--- src/rtl/mem_port_arbiter.sv ---
// ---------------------------------------------------------------------------
// mem_port_arbiter
//
// Merges the datapath's instruction-fetch port (I) and data port (D) onto a
// single word-wide physical memory port whose latency varies. One
// transaction is in flight at a time.
//
// When a request is granted, the arbiter copies its address, data, byte
// mask and read/write type into its own registers. From then on it ignores
// the requester's inputs until the physical port responds. This means a
// pipeline flush that drops or changes a request cannot corrupt a
// transaction already on the bus.
//
// When both sides request in the same idle cycle, they take turns
// (round-robin). The first tie after reset goes to D.
//
// Ports
//   clk, rst_n                  clock; asynchronous active-low reset
//   i_mem_read/address          fetch request (level) and its address
//   i_mem_resp/rdata            one-cycle fetch completion and its data
//   d_mem_read/write/address    data request (level); write wins if both set
//   d_mem_wdata/byte_enable     write data and byte mask
//   d_mem_resp/rdata            one-cycle data completion and read data
//   pmem_read/write             physical strobes, held until pmem_resp
//   pmem_address/wdata/
//   pmem_byte_enable            registered copy of the granted request
//   pmem_resp/rdata             physical completion pulse and read data
// ---------------------------------------------------------------------------
module mem_port_arbiter #(
    parameter int ADDR_W = 16,
    parameter int DATA_W = 16,
    parameter int BE_W   = DATA_W / 8
) (
    input  logic              clk,
    input  logic              rst_n,

    input  logic              i_mem_read,
    input  logic [ADDR_W-1:0] i_mem_address,
    output logic              i_mem_resp,
    output logic [DATA_W-1:0] i_mem_rdata,

    input  logic              d_mem_read,
    input  logic              d_mem_write,
    input  logic [ADDR_W-1:0] d_mem_address,
    input  logic [DATA_W-1:0] d_mem_wdata,
    input  logic [BE_W-1:0]   d_mem_byte_enable,
    output logic              d_mem_resp,
    output logic [DATA_W-1:0] d_mem_rdata,

    output logic              pmem_read,
    output logic              pmem_write,
    output logic [ADDR_W-1:0] pmem_address,
    output logic [DATA_W-1:0] pmem_wdata,
    output logic [BE_W-1:0]   pmem_byte_enable,
    input  logic              pmem_resp,
    input  logic [DATA_W-1:0] pmem_rdata
);

    typedef enum logic [2:0] {
        IDLE   = 3'd0,
        BUSY_I = 3'd1,
        BUSY_D = 3'd2,
        RESP_I = 3'd3,
        RESP_D = 3'd4
    } state_t;

    state_t              state_q, state_d;
    logic                last_d_q, last_d_d;    // 1: D won the most recent grant
    logic [ADDR_W-1:0]   addr_q;
    logic [DATA_W-1:0]   wdata_q;
    logic [BE_W-1:0]     be_q;
    logic                wr_q;
    logic [DATA_W-1:0]   rdata_q;

    logic                i_req, d_req;
    logic                gnt_i, gnt_d;
    logic                busy;

    assign i_req = i_mem_read;
    assign d_req = d_mem_read | d_mem_write;
    assign busy  = (state_q == BUSY_I) || (state_q == BUSY_D);

    always_comb begin
        state_d  = state_q;
        last_d_d = last_d_q;
        gnt_i    = 1'b0;
        gnt_d    = 1'b0;
        case (state_q)
            IDLE: begin
                // On a tie, D wins only if I had the previous grant.
                gnt_d = d_req && (!i_req || !last_d_q);
                gnt_i = i_req && !gnt_d;
                if (gnt_d) begin
                    state_d  = BUSY_D;
                    last_d_d = 1'b1;
                end else if (gnt_i) begin
                    state_d  = BUSY_I;
                    last_d_d = 1'b0;
                end
            end
            BUSY_I:  if (pmem_resp) state_d = RESP_I;
            BUSY_D:  if (pmem_resp) state_d = RESP_D;
            RESP_I:  state_d = IDLE;
            RESP_D:  state_d = IDLE;
            default: state_d = IDLE;
        endcase
    end

    always_ff @(posedge clk or negedge rst_n) begin
        if (!rst_n) begin
            state_q  <= IDLE;
            last_d_q <= 1'b0;
            addr_q   <= '0;
            wdata_q  <= '0;
            be_q     <= '0;
            wr_q     <= 1'b0;
            rdata_q  <= '0;
        end else begin
            state_q  <= state_d;
            last_d_q <= last_d_d;
            if (gnt_d) begin
                addr_q  <= d_mem_address;
                wdata_q <= d_mem_wdata;
                // A read always fetches the whole word; only writes use the mask.
                be_q    <= d_mem_write ? d_mem_byte_enable : {BE_W{1'b1}};
                wr_q    <= d_mem_write;
            end else if (gnt_i) begin
                addr_q  <= i_mem_address;
                wdata_q <= '0;
                be_q    <= {BE_W{1'b1}};
                wr_q    <= 1'b0;
            end
            if (busy && pmem_resp)
                rdata_q <= pmem_rdata;
        end
    end

    // The strobes depend only on registered state, so they go low on the
    // same clock edge that moves the FSM out of BUSY.
    assign pmem_read        = busy && !wr_q;
    assign pmem_write       = busy &&  wr_q;
    assign pmem_address     = addr_q;
    assign pmem_wdata       = wdata_q;
    assign pmem_byte_enable = be_q;

    assign i_mem_resp  = (state_q == RESP_I);
    assign d_mem_resp  = (state_q == RESP_D);
    assign i_mem_rdata = rdata_q;
    assign d_mem_rdata = rdata_q;

endmodule

--- config.mk ---
export PLATFORM = sky130hd
export DESIGN_NAME = mem_port_arbiter
export DESIGN_NICKNAME = d
export VERILOG_FILES = /design/src/rtl/mem_port_arbiter.sv
export SDC_FILE = /design/constraint.sdc
export NUM_CORES = 1
export LEC_CHECK = 0
export CORE_ASPECT_RATIO = 1.1
export CORE_MARGIN = 4
export CORE_UTILIZATION = 38
export DETAILED_ROUTE_END_ITERATION = 7
export PLACE_DENSITY = 0.9
export SYNTH_ARGS = -nofsm -noshare
export SYNTH_HDL_FRONTEND = slang
export SYNTH_SLANG_ARGS = --single-unit
--- constraint.sdc ---
create_clock -name clk -period 2.3 [get_ports clk]
set_input_delay 0.345 -clock clk [delete_from_list [all_inputs] [get_ports clk]]
set_output_delay 0.345 -clock clk [all_outputs]
set_load 0.01 [all_outputs]
==> summary.md, run 1 <==
| Metric | Value |
|---|---|
| Postcts setup bufs | `0` |
| Clock root cell | `clkbuf_8` |
| Final Setup Violations | `0` |
| CP Launch Point | `state_q[1]$_DFFE_PN0P_` |
| Starting Density | `0.398` |
| FMAX | `0.457 GHz` |
| Launch point of the worst reg-to-reg path | `state_q[1]$_DFFE_PN0P_` |
| Final setup skew | `0.0117 ns` |
| Final Hold Violating Endpoints | `0` |
| Filler cell count | `493` |
| Worst Path Max Fanout | `9` |
| Grt ovf | `0` |
| Largest net degree at the start of global routing | `31` |
| Fraction of registers with async set or reset after synthesis | `1.00` |
| Clock tree buffer depth | `2` |
| Core ar. | `6270 µm²` |
| Critical Path RT | `1.96 ns` |
| Proportion of layout cells with a drive suffix above 1 | `0.123` |
| Vias/cell | `5.08` |
| Layout Utilization | `0.631` |
| Post-route cell area | `3950 µm²` |
| Ports | `142` |
| Kind of critical path | `register to output port` |
| DP HPWL | `5320 µm` |
| 1st-pass router iterations | `4` |
| Clock latency on the worst-skew pair | `0.30 ns` |
| Routed wire length | `6870 µm` |
| Post-synthesis register bit count | `55` |
| Most common cell in the netlist | `dfrtp_1` |
| Die width | `85.3 µm` |
| CTS tree | `built` |
| Row cnt | `30` |
| Antenna Violating Nets Remaining | `0` |
| Num CTS Buffers | `5` |
| Post-Syn Instances | `208` |
| Most used DFF post-synth | `dfrtp_1` |
| Post-DR wirelength/cell | `16.6 µm` |
| Period utilisation layout | `0.951` |
| Crit path capture type | `output port` |
| Number of synthesized flops with an enable pin | `0` |
| Register area share after synthesis | `0.552` |
| Top cells by area, synth | `dfrtp_1, mux2_2, a22o_1, buf_4, o31ai_1` |
| Synth-to-Final Area Change | `58.5%` |
| Synth Warn # | `0` |
| Unrepaired setup endpoints after global routing | `no` |
| Final nets | `405` |
| Top cell type's share of synthesized area | `0.552` |
| Sink Count | `55` |
| Min-Delay Path Class | `input port to async pin` |
| Total Neg Setup Slack | `0 ns` |
| H-tree depth | `2` |
| DRC | `0` |
| CP startpoint kind | `register` |
| Via Count | `2102` |
| Final Critical Period | `2.19 ns` |
| First-pass GRT wire length | `11000 µm` |
| RD Place Congestion | `0.744` |
| Ant. Diodes | `0` |
| Die Height | `93.0 µm` |
| Clk slew on worst S/H paths | `0.09 ns` |
| Placed Area | `3860 µm²` |
| Worst Tran Pin Value | `0.775 ns` |
| Synth Cell Area | `2490 µm²` |
| Outcome | `finished, final reports clean` |
| Vias in the first global route | `2272` |
| Max-slew headroom | `0.483` |
| Initial antenna violation count | `0` |
| Slew Limit Fails | `0` |
| Syn_nets | `280` |
| MaxCap Viol Count | `0` |
| Cell Pwr Density | `1340 nW/µm²` |
| WP data arrival | `1.84 ns` |
| PortBufs | `141` |
| Cts hold-fix bufs | `0` |
| Max VDD drop | `846 µV` |
| GRT Total Usage | `0.172` |
| Die area | `7930 µm²` |
| Top post-synthesis cells by count | `dfrtp_1, a21oi_1, buf_4, mux2_2, nor2_1` |
| Distinct cells, synth | `30` |
| Cell taking the most area after synthesis | `dfrtp_1` |
| Leakage | `1.62 nW` |
| Syn_area_per_cell | `12.0 µm²` |
| Iter 0 DRT Violations | `66` |
-- state kept, by name (all words and copies together) (netlist names) --
name	cells
d_mem_rdata	16
last_d_q	1
pmem_address	16
pmem_byte_enable	2
pmem_wdata	16
state_q	3
wr_q	1
-- layout by cell type, fill, tap and decap left out, types with 4 or more instances in the layout --
master / n
o31ai_1: 16
nor2_1: 17
o21ai_0: 16
a21oi_1: 17
mux2_2: 17
a22o_1: 16
buf_4: 5
clkdlybuf4s50_1: 140
nor3_1: 4
clkbuf_8: 5
dfrtp_1: 54
-- power by group --
group,switching (W),internal (W),leakage [nW]
Sequential,0.000335,0.00143,0.674
Combinational,0.00128,0.00172,0.906
Clock,0.000303,0.000219,0.0418
-- worst max-delay path: stages (launching register included) --
cell             delay, ns
dfrtp_1               0.51
xnor2_2               0.23
nor3b_1               0.22
clkdlybuf4s50_1       0.58
-- final timing paths --
check	to	slack, ns	depth (start not counted)
setup / recovery	pmem_write	0.11	3
hold / removal	d_mem_rdata[0]$_DFFE_PN0P_	0.04	1
setup reg to reg	pmem_wdata[9]$_DFFE_PN0P_	0.44	3
hold reg to reg	pmem_wdata[7]$_DFFE_PN0P_	0.51	1
max in group asynchronous	state_q[0]$_DFFE_PN0P_	1.71	2
min in group clk	pmem_wdata[7]$_DFFE_PN0P_	0.51	1
-- cell families (layout without fill, tap and decap cells) --
kind of cell / Yosys count / count (layout) / share of synthesized area
AOI/OAI and AO/OA: 71 / 71 / 0.195
muxes: 17 / 17 / 0.0767
xor gates and xnor gates: 1 / 1 / 0.00652
buffers and inverters: 30 / 156 / 0.0863
DFF: 55 / 55 / 0.552
and+or+nand+nor: 34 / 34 / 0.0843
-- per-layer routing --
metal	vias to the layer above	part of all wire	GRT usage	wire (µm)
met5	-	0	0	0
met4	0	0.0070	0.0409	48
met3	9	0.10	0.0634	700
met2	114	0.49	0.305	3360
met1	986	0.40	0.195	2760
li1	993	-	-	-
-- per-stage QoR --
stage | power [W] | worst slack, ns | hold slack [ns] | std cells
floorplan | 0.00343 | 0.702 | 0.0494 | 208
finish | 0.00529 | 0.113 | 0.0355 | 414
global route | 0.00563 | 0.00752 | 0.0694 | 414
CTS | 0.00536 | 0.0637 | 0.0425 | 414
global placement | 0.00472 | 0.427 | 0.371 | 406
detailed placement | 0.00482 | 0.298 | 0.373 | 406
-- what timing repair did --
| item | in CTS | in global routing |
|---|---|---|
| endpoints found under the setup margin | 0 | 1 |
| endpoints found under the hold margin | 0 | 0 |
| gates resized for setup | 0 | 1 |
-- area by class of cell --
type                    instances  area, µm²  area share
well taps                      80        100      0.0253
clock inverters                 2       16.3     0.00411
flip-flops and latches         55       1380       0.348
repair buffers                148       1480       0.375
multi-input cells             123        903       0.228
clock buffers                   6       72.6      0.0184
(Power assumes the default switching activity.)
==> inputs of run 2 (changes only) <==
Clock period 2.3 ns to 2.28 ns, I/O delays scaled along.
==> run 2 against run 1 <==
Combinational power about the same. Non-clock buffer count rose by 2. Die area did not move. Clock skew shrank 0.0067 ns. Clock power grew 2%. Register-to-register slack improved by 0.03 ns. Via count increased by 1.3%. Worst hold slack worse by 0.0039 ns. Core utilization grew 0.24 points. Clock-buffer cell count unchanged. Final cell count up 0.24%. Global-route usage is 0.50 points higher. Largest power group unchanged. Highest routed layer unchanged.
==> summary.md, run 2 (synthesis gave the netlist of run 1 again) <==
| Metric | Value |
|---|---|
| Outcome | `finished, final reports clean (unchanged)` |
| Int Pwr | `0.00342 W (was 0.00337 W)` |
| Worst Path Max Fanout | `9 (unchanged)` |
| Max VDD drop | `672 µV (was 846 µV)` |
| Max-slew headroom | `0.504 (was 0.483)` |
| First-pass GRT wire length | `11100 µm (was 11000 µm)` |
| Most common cell after layout, fill and taps aside | `clkdlybuf4s50_1 (unchanged)` |
| Final Setup Violations | `0 (unchanged)` |
| Ant. Diodes | `0 (unchanged)` |
| Clock tree buffer depth | `2 (unchanged)` |
| Die width | `85.3 µm (unchanged)` |
| Period utilisation layout | `0.927` |
| Final Hold Violating Endpoints | `0 (unchanged)` |
| Unrepaired setup endpoints after global routing | `no (unchanged)` |
| Via Count | `2130 (was 2102)` |
| Switch share | `0.361 (was 0.362)` |
| WP data arrival | `1.77 ns (was 1.84 ns)` |
| Ports | `142 (unchanged)` |
| Placed Area | `3880 µm² (was 3860 µm²)` |
| Synth-to-Final Area Change | `59.1% (was 58.5%)` |
| Final setup skew | `0.00500 ns (was 0.0117 ns)` |
| Gate power share | `0.566 (was 0.567)` |
| Kind of critical path | `register to output port (unchanged)` |
| Slew Limit Fails | `0 (unchanged)` |
| Vias in the first global route | `2209 (was 2272)` |
| Cell Pwr Density | `1350 nW/µm² (was 1340 nW/µm²)` |
| Vias/cell | `5.13 (was 5.08)` |
| Clock root cell | `clkbuf_8 (unchanged)` |
| H-tree depth | `2 (unchanged)` |
| Sw power | `0.00193 W (was 0.00191 W)` |
| DP HPWL | `5560 µm (was 5320 µm)` |
| Clock latency on the worst-skew pair | `0.30 ns (about the same)` |
| Num CTS Buffers | `5 (unchanged)` |
| CP startpoint kind | `register (unchanged)` |
| Core ar. | `6270 µm² (unchanged)` |
| Sink Count | `55 (unchanged)` |
| CTS tree | `built (unchanged)` |
| Initial antenna violation count | `0 (unchanged)` |
| Sequential share of power | `0.334 (about the same)` |
| Min-Delay Path Class | `input port to async pin (unchanged)` |
| Cts hold-fix bufs | `0 (unchanged)` |
| PortBufs | `141 (unchanged)` |
| Filler cell count | `507 (was 493)` |
| Critical Path RT | `1.94 ns (was 1.96 ns)` |
| Starting Density | `0.398 (unchanged)` |
| Clk slew on worst S/H paths | `0.09 ns (about the same)` |
| R2R Setup Slk | `0.47 ns (was 0.44 ns)` |
| FMAX | `0.473 GHz` |
| Final Critical Period | `2.11 ns` |
| Worst Tran Pin Value | `0.744 ns (was 0.775 ns)` |
| GRT Total Usage | `0.177 (was 0.172)` |
| RR Endpoint | `pmem_wdata[11]$_DFFE_PN0P_ (was pmem_wdata[9]$_DFFE_PN0P_)` |
| Iter 0 DRT Violations | `97 (was 66)` |
| Crit path capture type | `output port (unchanged)` |
| Post-route cell area | `3970 µm² (was 3950 µm²)` |
| Row cnt | `30 (unchanged)` |
| 1st-pass router iterations | `4 (unchanged)` |
| Routed wire length | `7060 µm (was 6870 µm)` |
| Postcts setup bufs | `0 (unchanged)` |
| Die area | `7930 µm² (unchanged)` |
| Largest net degree at the start of global routing | `31 (unchanged)` |
| Proportion of layout cells with a drive suffix above 1 | `0.131 (was 0.123)` |
| Clock power share | `0.100 (was 0.099)` |
| Antenna Violating Nets Remaining | `0 (unchanged)` |
| Total Neg Setup Slack | `0 ns (unchanged)` |
| Leakage | `1.64 nW (was 1.62 nW)` |
| RD Place Congestion | `0.759 (was 0.744)` |
| Die Height | `93.0 µm (unchanged)` |
| Launch point of the worst reg-to-reg path | `state_q[2]$_DFFE_PN0P_ (was state_q[1]$_DFFE_PN0P_)` |
| DRC | `0 (unchanged)` |
| Post-DR wirelength/cell | `17.0 µm (was 16.6 µm)` |
| MaxCap Viol Count | `0 (unchanged)` |
| Final nets | `407 (was 405)` |
| Grt ovf | `0 (unchanged)` |
| Most frequent cells in the layout | `clkdlybuf4s50_1, dfrtp_1, mux2_2, a21oi_1, nor2_1 (unchanged)` |
| FF-to-FF path depth | `3 (unchanged)` |
==> run 2: cell types whose count changed in the layout (fill, tap and decap cells not counted) <==
cell	before	now
buf_4	5	7
clkbuf_1	1	0
clkbuf_8	5	6
clkinv_2	0	1
clkinvlp_4	1	0
dfrtp_1	54	53
dfrtp_2	1	2
inv_6	1	0
==> run 2: area by class of cell <==
class,instances,area (µm²),share of cell area
clock buffers,6,82.6,0.0208
clock inverters,1,5.00,0.00126
multi-input cells,123,903,0.228
flip-flops and latches,55,1380,0.347
well taps,80,100,0.0252
repair buffers,150,1500,0.378
==> run 2: how the worst max path moves through the flow <==
| stage | from | endpoint | slack (ns) | cells after the start |
|---|---|---|---|---|
| 6_report | state_q[1]$_DFFE_PN0P_ | pmem_write | 0.17 | 3 |
| 5_1_grt | state_q[1]$_DFFE_PN0P_ | pmem_write | 0.02 | 3 |
| 4_1_cts | state_q[1]$_DFFE_PN0P_ | pmem_write | 0.07 | 3 |
| 3_5_place_dp | d_mem_write | pmem_address[11]$_DFFE_PN0P_ | 0.24 | 5 |
| 3_3_place_gp | d_mem_read | pmem_address[4]$_DFFE_PN0P_ | 0.33 | 5 |
| 2_1_floorplan | state_q[1]$_DFFE_PN0P_ | d_mem_rdata[10]$_DFFE_PN0P_ | 0.68 | 5 |
==> run 2: worst max-delay path: stages (launching register included) <==
cell and delay, ns:
dfrtp_2 0.49, xnor2_2 0.19, nor3b_1 0.20, clkdlybuf4s50_1 0.58
==> run 2: power groups by stage <==
stage	clock network [W]	registers [W]	logic, W
6_report	0.000533	0.00179	0.00303
2_1_floorplan	0	0.00190	0.00157
4_1_cts	0.000549	0.00179	0.00307
3_3_place_gp	0	0.00177	0.00299
3_5_place_dp	0	0.00180	0.00307
5_1_grt	0.000592	0.00186	0.00324
==> run 2: what timing repair did <==
action                                 4_1_cts  5_1_grt
setup endpoints to repair                    0        1
endpoints found under the hold margin        0        0
resized for setup                            0        2
==> run 2: per-stage QoR <==
stage	setup WS, ns	std cells	total power [W]	hold WS [ns]	util
after CTS	0.0730	415	0.00541	0.0471	0.633
after global placement	0.335	408	0.00476	0.375	0.619
after floorplan	0.682	208	0.00346	0.0464	-
after global routing	0.0168	415	0.00569	0.0639	0.633
after detailed placement	0.240	408	0.00487	0.379	0.619
final	0.168	415	0.00535	0.0316	0.633
==> run 2: per-layer routing <==
layer  share of wire  track usage  vias to the layer above  wire length (µm)
met5               0            0                        -                 0
met4          0.0092       0.0449                        0                65
met3           0.093       0.0564                        6               657
met2            0.49        0.315                      112              3460
met1            0.41        0.205                     1018              2870
li1                -            -                      994                 -
